$ cat src/rtl/win_pkg.sv
// win_pkg: shared state type and sum-width helper for the sliding window averager
package win_pkg;
  typedef enum logic {FILL, RUN} state_t;
  function automatic int SUMW(input int nx, input int depth);
    return nx + $clog2(depth);
  endfunction
endpackage

$ cat src/rtl/sample_ring.sv
// sample_ring: circular sample store; RDATA is the oldest entry, the one the next write replaces
module sample_ring #(
  parameter int NX = 8,
  parameter int DEPTH = 4
) (
  input  logic          CLK,
  input  logic          RST,
  input  logic          CLR,
  input  logic          WE,
  input  logic [NX-1:0] WDATA,
  output logic [NX-1:0] RDATA
);
  localparam int LW = $clog2(DEPTH);
  logic [NX-1:0] mem [DEPTH];
  logic [LW-1:0] wp;
  assign RDATA = mem[wp];
  always_ff @(posedge CLK) begin
    if (RST || CLR) begin
      mem <= '{default: '0};
      wp  <= '0;
    end else if (WE) begin
      mem[wp] <= WDATA;
      wp      <= wp + 1'b1;
    end
  end
endmodule

$ cat src/rtl/xout_window_avg.sv
// xout_window_avg: running sum and floor average over the last DEPTH accepted XOUT samples
import win_pkg::*;
module xout_window_avg #(
  parameter int NX = 8,
  parameter int DEPTH = 4
) (
  input  logic                         CLK,
  input  logic                         RST,
  input  logic                         CLR,
  input  logic [NX-1:0]                XIN,
  input  logic                         XIN_VALID,
  output logic                         XIN_READY,
  output logic [SUMW(NX, DEPTH)-1:0]   SUM,
  output logic [NX-1:0]                AVG,
  output logic                         OUT_VALID,
  input  logic                         OUT_READY
);
  localparam int LW = $clog2(DEPTH);
  localparam int SW = SUMW(NX, DEPTH);
  localparam logic [LW:0] DMAX = (LW + 1)'(DEPTH);
  state_t        state;
  logic [LW:0]   cnt;
  logic [SW-1:0] acc_sum, sum_n;
  logic [NX-1:0] oldest;
  logic          acc, full_n;
  assign XIN_READY = !CLR && (!OUT_VALID || OUT_READY);
  assign acc       = XIN_VALID && XIN_READY;
  // oldest is already part of acc_sum, so this never underflows
  assign sum_n     = acc_sum + SW'(XIN) - SW'(oldest);
  assign full_n    = (state == RUN) || (cnt == DMAX - 1'b1);
  sample_ring #(.NX(NX), .DEPTH(DEPTH)) u_ring (
    .CLK(CLK), .RST(RST), .CLR(CLR), .WE(acc), .WDATA(XIN), .RDATA(oldest)
  );
  always_ff @(posedge CLK) begin
    if (RST) begin
      state     <= FILL;
      cnt       <= '0;
      acc_sum   <= '0;
      SUM       <= '0;
      AVG       <= '0;
      OUT_VALID <= 1'b0;
    end else if (CLR) begin
      state     <= FILL;
      cnt       <= '0;
      acc_sum   <= '0;
      OUT_VALID <= 1'b0;
    end else begin
      if (acc) begin
        acc_sum <= sum_n;
        cnt     <= (cnt == DMAX) ? cnt : cnt + 1'b1;
        state   <= full_n ? RUN : FILL;
      end
      if (acc && full_n) begin
        SUM       <= sum_n;
        AVG       <= sum_n[SW-1:LW];
        OUT_VALID <= 1'b1;
      end else if (OUT_VALID && OUT_READY) begin
        OUT_VALID <= 1'b0;
      end
    end
  end
endmodule

$ cat config.mk
export PLATFORM = sky130hd
export DESIGN_NAME = xout_window_avg
export DESIGN_NICKNAME = d
export VERILOG_FILES = /design/src/rtl/win_pkg.sv /design/src/rtl/sample_ring.sv /design/src/rtl/xout_window_avg.sv
export SDC_FILE = /design/constraint.sdc
export NUM_CORES = 1
export LEC_CHECK = 0
export ABC_CLOCK_PERIOD_IN_PS = 8900
export CORE_AREA = 2 2 80 82
export CTS_BUF_LIST = sky130_fd_sc_hd__clkbuf_8
export DETAILED_ROUTE_END_ITERATION = 7
export DIE_AREA = 0 0 82 84
export GPL_TIMING_DRIVEN = 0
export PLACE_DENSITY = 0.75
export SYNTH_ARGS = -nofsm -noshare
export SYNTH_HDL_FRONTEND = slang
export SYNTH_SLANG_ARGS = --single-unit
$ cat constraint.sdc
create_clock -name CLK -period 8.9 [get_ports CLK]
set_input_delay 0.89 -clock CLK [delete_from_list [all_inputs] [get_ports CLK]]
set_output_delay 0.89 -clock CLK [all_outputs]
set_load 0.02 [all_outputs]
==> qor.csv <==
metric,value,unit
status,"finished, final reports clean",
clk_pin_slew_worst_paths,0.07,ns
hold_violations,0,
syn_nets,426,
critPathLaunchType,flop,
finalMaxSlewViolations,0,
min_period,3.97,ns
drt_first_pass_iters,4,
worst-endpoint-arrival,4.21,ns
grt_max_degree,11,
regArea,0.00118,mm2
multi_input_area,0.00173,mm2
drc,0,
ys_top_cells_by_area,"dfxtp_1, a21oi_1, nand2_1",
nNetsFinal,468,
htreeDepth,3,
die-area,0.00689,mm2
fillers,540,
wire_per_inst,14.3,um
yosys.area.top_type,dfxtp_1,
post_dp_cell_area,0.00360,mm2
setup-tns-final,0,ns
grt_pass1_wl,12300,um
clock-sinks,59,
grt_usage,23.4,%
period_share,44.6,%
drt_iter0_markers,137,
timing.fmax,0.252,GHz
route.antenna.remaining_nets,0,
endpoint_kind,flop,
crit_fanout,10,
hold_buffers,0,
whs,0.457,ns
clk_latency,0.35,ns
ir_worst_vdd,0.000103,V
ys_ff_latch,59,
hold_class,flop to flop,
drv_cap,0,
critPathKind,flop to flop,
die_w,82,um
io_pins,33,
postCtsSetupBuffers,0,
setup_viol,0,
clockRootBuffer,clkbuf_8,
fp.dieH,84,um
clock_skew,0.00746,ns
cts_buffer_depth,2,
syn-cell-area,0.00320,mm2
synth_top_area_share,37.0,%
syn_to_final_growth,19.5,%
cts_tree,yes,
gp_congestion,0.820,
rsz0062_at_grt,no,
wl,7300,um
dp_hpwl,5410,um
antennaDiodeCount,0,
numCtsBuffers,9,
grt_pass1_vias,2597,
final_core_util,62.6,%
worst_ep_required_time,9.14,ns
cts_resized,0,
yosysWarnings,0,
via_per_inst,5.48,
start_util,52.4,%
grt_overflow,0,
vias,2798,
fin_area,0.00382,mm2
antenna_found_initial,0,
syn_avg_cell_area,8.24,um2
io_buffers,31,
yosysSeqAreaShare,37.0,%
core,0.00610,mm2
syn_inst,388,
worst_slew_pin_slew,0.681,ns
rows,29,
ys_types,41,
power_density,167,mW/mm2
drive_above_1_share,8.29,%
max_slew_margin,54.6,%
p_leak,1.40,nW
synth_stat cells:
master and n:
nand3b_1 3, mux2i_1 1, nand2_1 62, a31o_1 1
nor2b_1 3, fa_1 8, a21oi_1 49, nor3_1 4
xnor2_1 4, and2_1 1, or2_2 2, a21boi_0 2
nor3b_1 2, xor2_1 2, nand4_1 1, a21o_2 1
buf_1 3, and3_1 1, o21ai_0 6, a2111oi_2 1
nand2b_1 2, inv_1 39, o211ai_1 5, nor3b_2 1
o211a_1 1, buf_4 8, nor4b_1 1, or3_1 1
a21o_1 2, nor2_1 22, a211oi_1 4, o41ai_1 1
a211o_1 1, o21a_1 3, ha_1 17, nand3_1 36
dfxtp_1 59, o31ai_1 1, clkbuf_1 18, mux4_2 8
o21bai_1 1
final timing paths:
path                              startpoint  depth (start not counted)  endpoint  slack, ns
worst min register to register        SUM[0]                          2    SUM[0]       0.46
worst max-delay path            u_ring.wp[1]                         11    SUM[9]       4.93
worst min-delay path                  SUM[0]                          2    SUM[0]       0.46
worst max register to register  u_ring.wp[1]                         11    SUM[9]       4.93
area by class of cell:
class	count	area share [%]
inverter	39	3.83
timing repair buffer	31	8.13
buffer	29	3.64
clock buffer	10	3.61
tap	77	2.52
sequential	59	30.9
clock inverter	5	2.03
multi-input combinational	261	45.3
cells by family (layout without fill, tap and decap cells):
family,count (synthesis),in the layout,share of synthesized area (%)
DFF,59,59,37.0
muxes,9,9,5.95
and+or+nand+nor,142,142,20.1
AOI/OAI and AO/OA,79,79,14.7
adders and majority gates,25,25,11.7
xor gates and xnor gates,6,6,1.64
buffers and inverters,68,114,8.93
metal layers:
metal	global-route usage, %	routed length (um)
met5	0	0
met4	9.70	127
met3	3.68	314
met2	37.5	3660
met1	31.1	3190
flip-flops by register name (all words and copies together), names as in the netlist:
register,count
u_ring.wp,2
cnt,3
state,1
OUT_VALID,1
u_ring.mem,32
SUM,10
acc_sum,10
stage by stage:
step,instances,setup slack (ns),total power (W)
detailed placement,496,4.83,0.000371
CTS,511,4.92,0.000641
finish,511,4.93,0.000638
floorplan,388,5.38,0.000344
global placement,496,4.88,0.000368
global route,511,4.57,0.000664
worst max-delay path, stage by stage (launching register included):
cell and delay (ns):
dfxtp_1 0.36, clkbuf_1 0.54, mux4_2 0.61, fa_1 0.49
inv_1 0.05, ha_1 0.37, a211oi_1 0.35, o21bai_1 0.15
o211a_1 0.25, a211oi_1 0.31, nor4b_1 0.10, a211o_1 0.28
where the power goes:
group / internal [W] / switching [W]
sequential: 0.000267 / 0.00000192
clock: 0.000163 / 0.000108
combinational: 0.0000380 / 0.0000600
total: 0.000468 / 0.000170
cell usage in the layout (no fill, tap or decap), drive strengths merged, types with 3 or more instances in the layout:
cell type and n:
a211oi 4, a21o 3, a21oi 49, buf 11, clkbuf 28, clkdlybuf4s50 31, dfxtp 59, fa 8
ha 17, inv 39, mux4 8, nand2 62, nand3 36, nand3b 3, nor2 22, nor2b 3
nor3 4, nor3b 3, o211ai 5, o21a 3, o21ai 6, xnor2 4
Power figures use the tool's default switching activity.
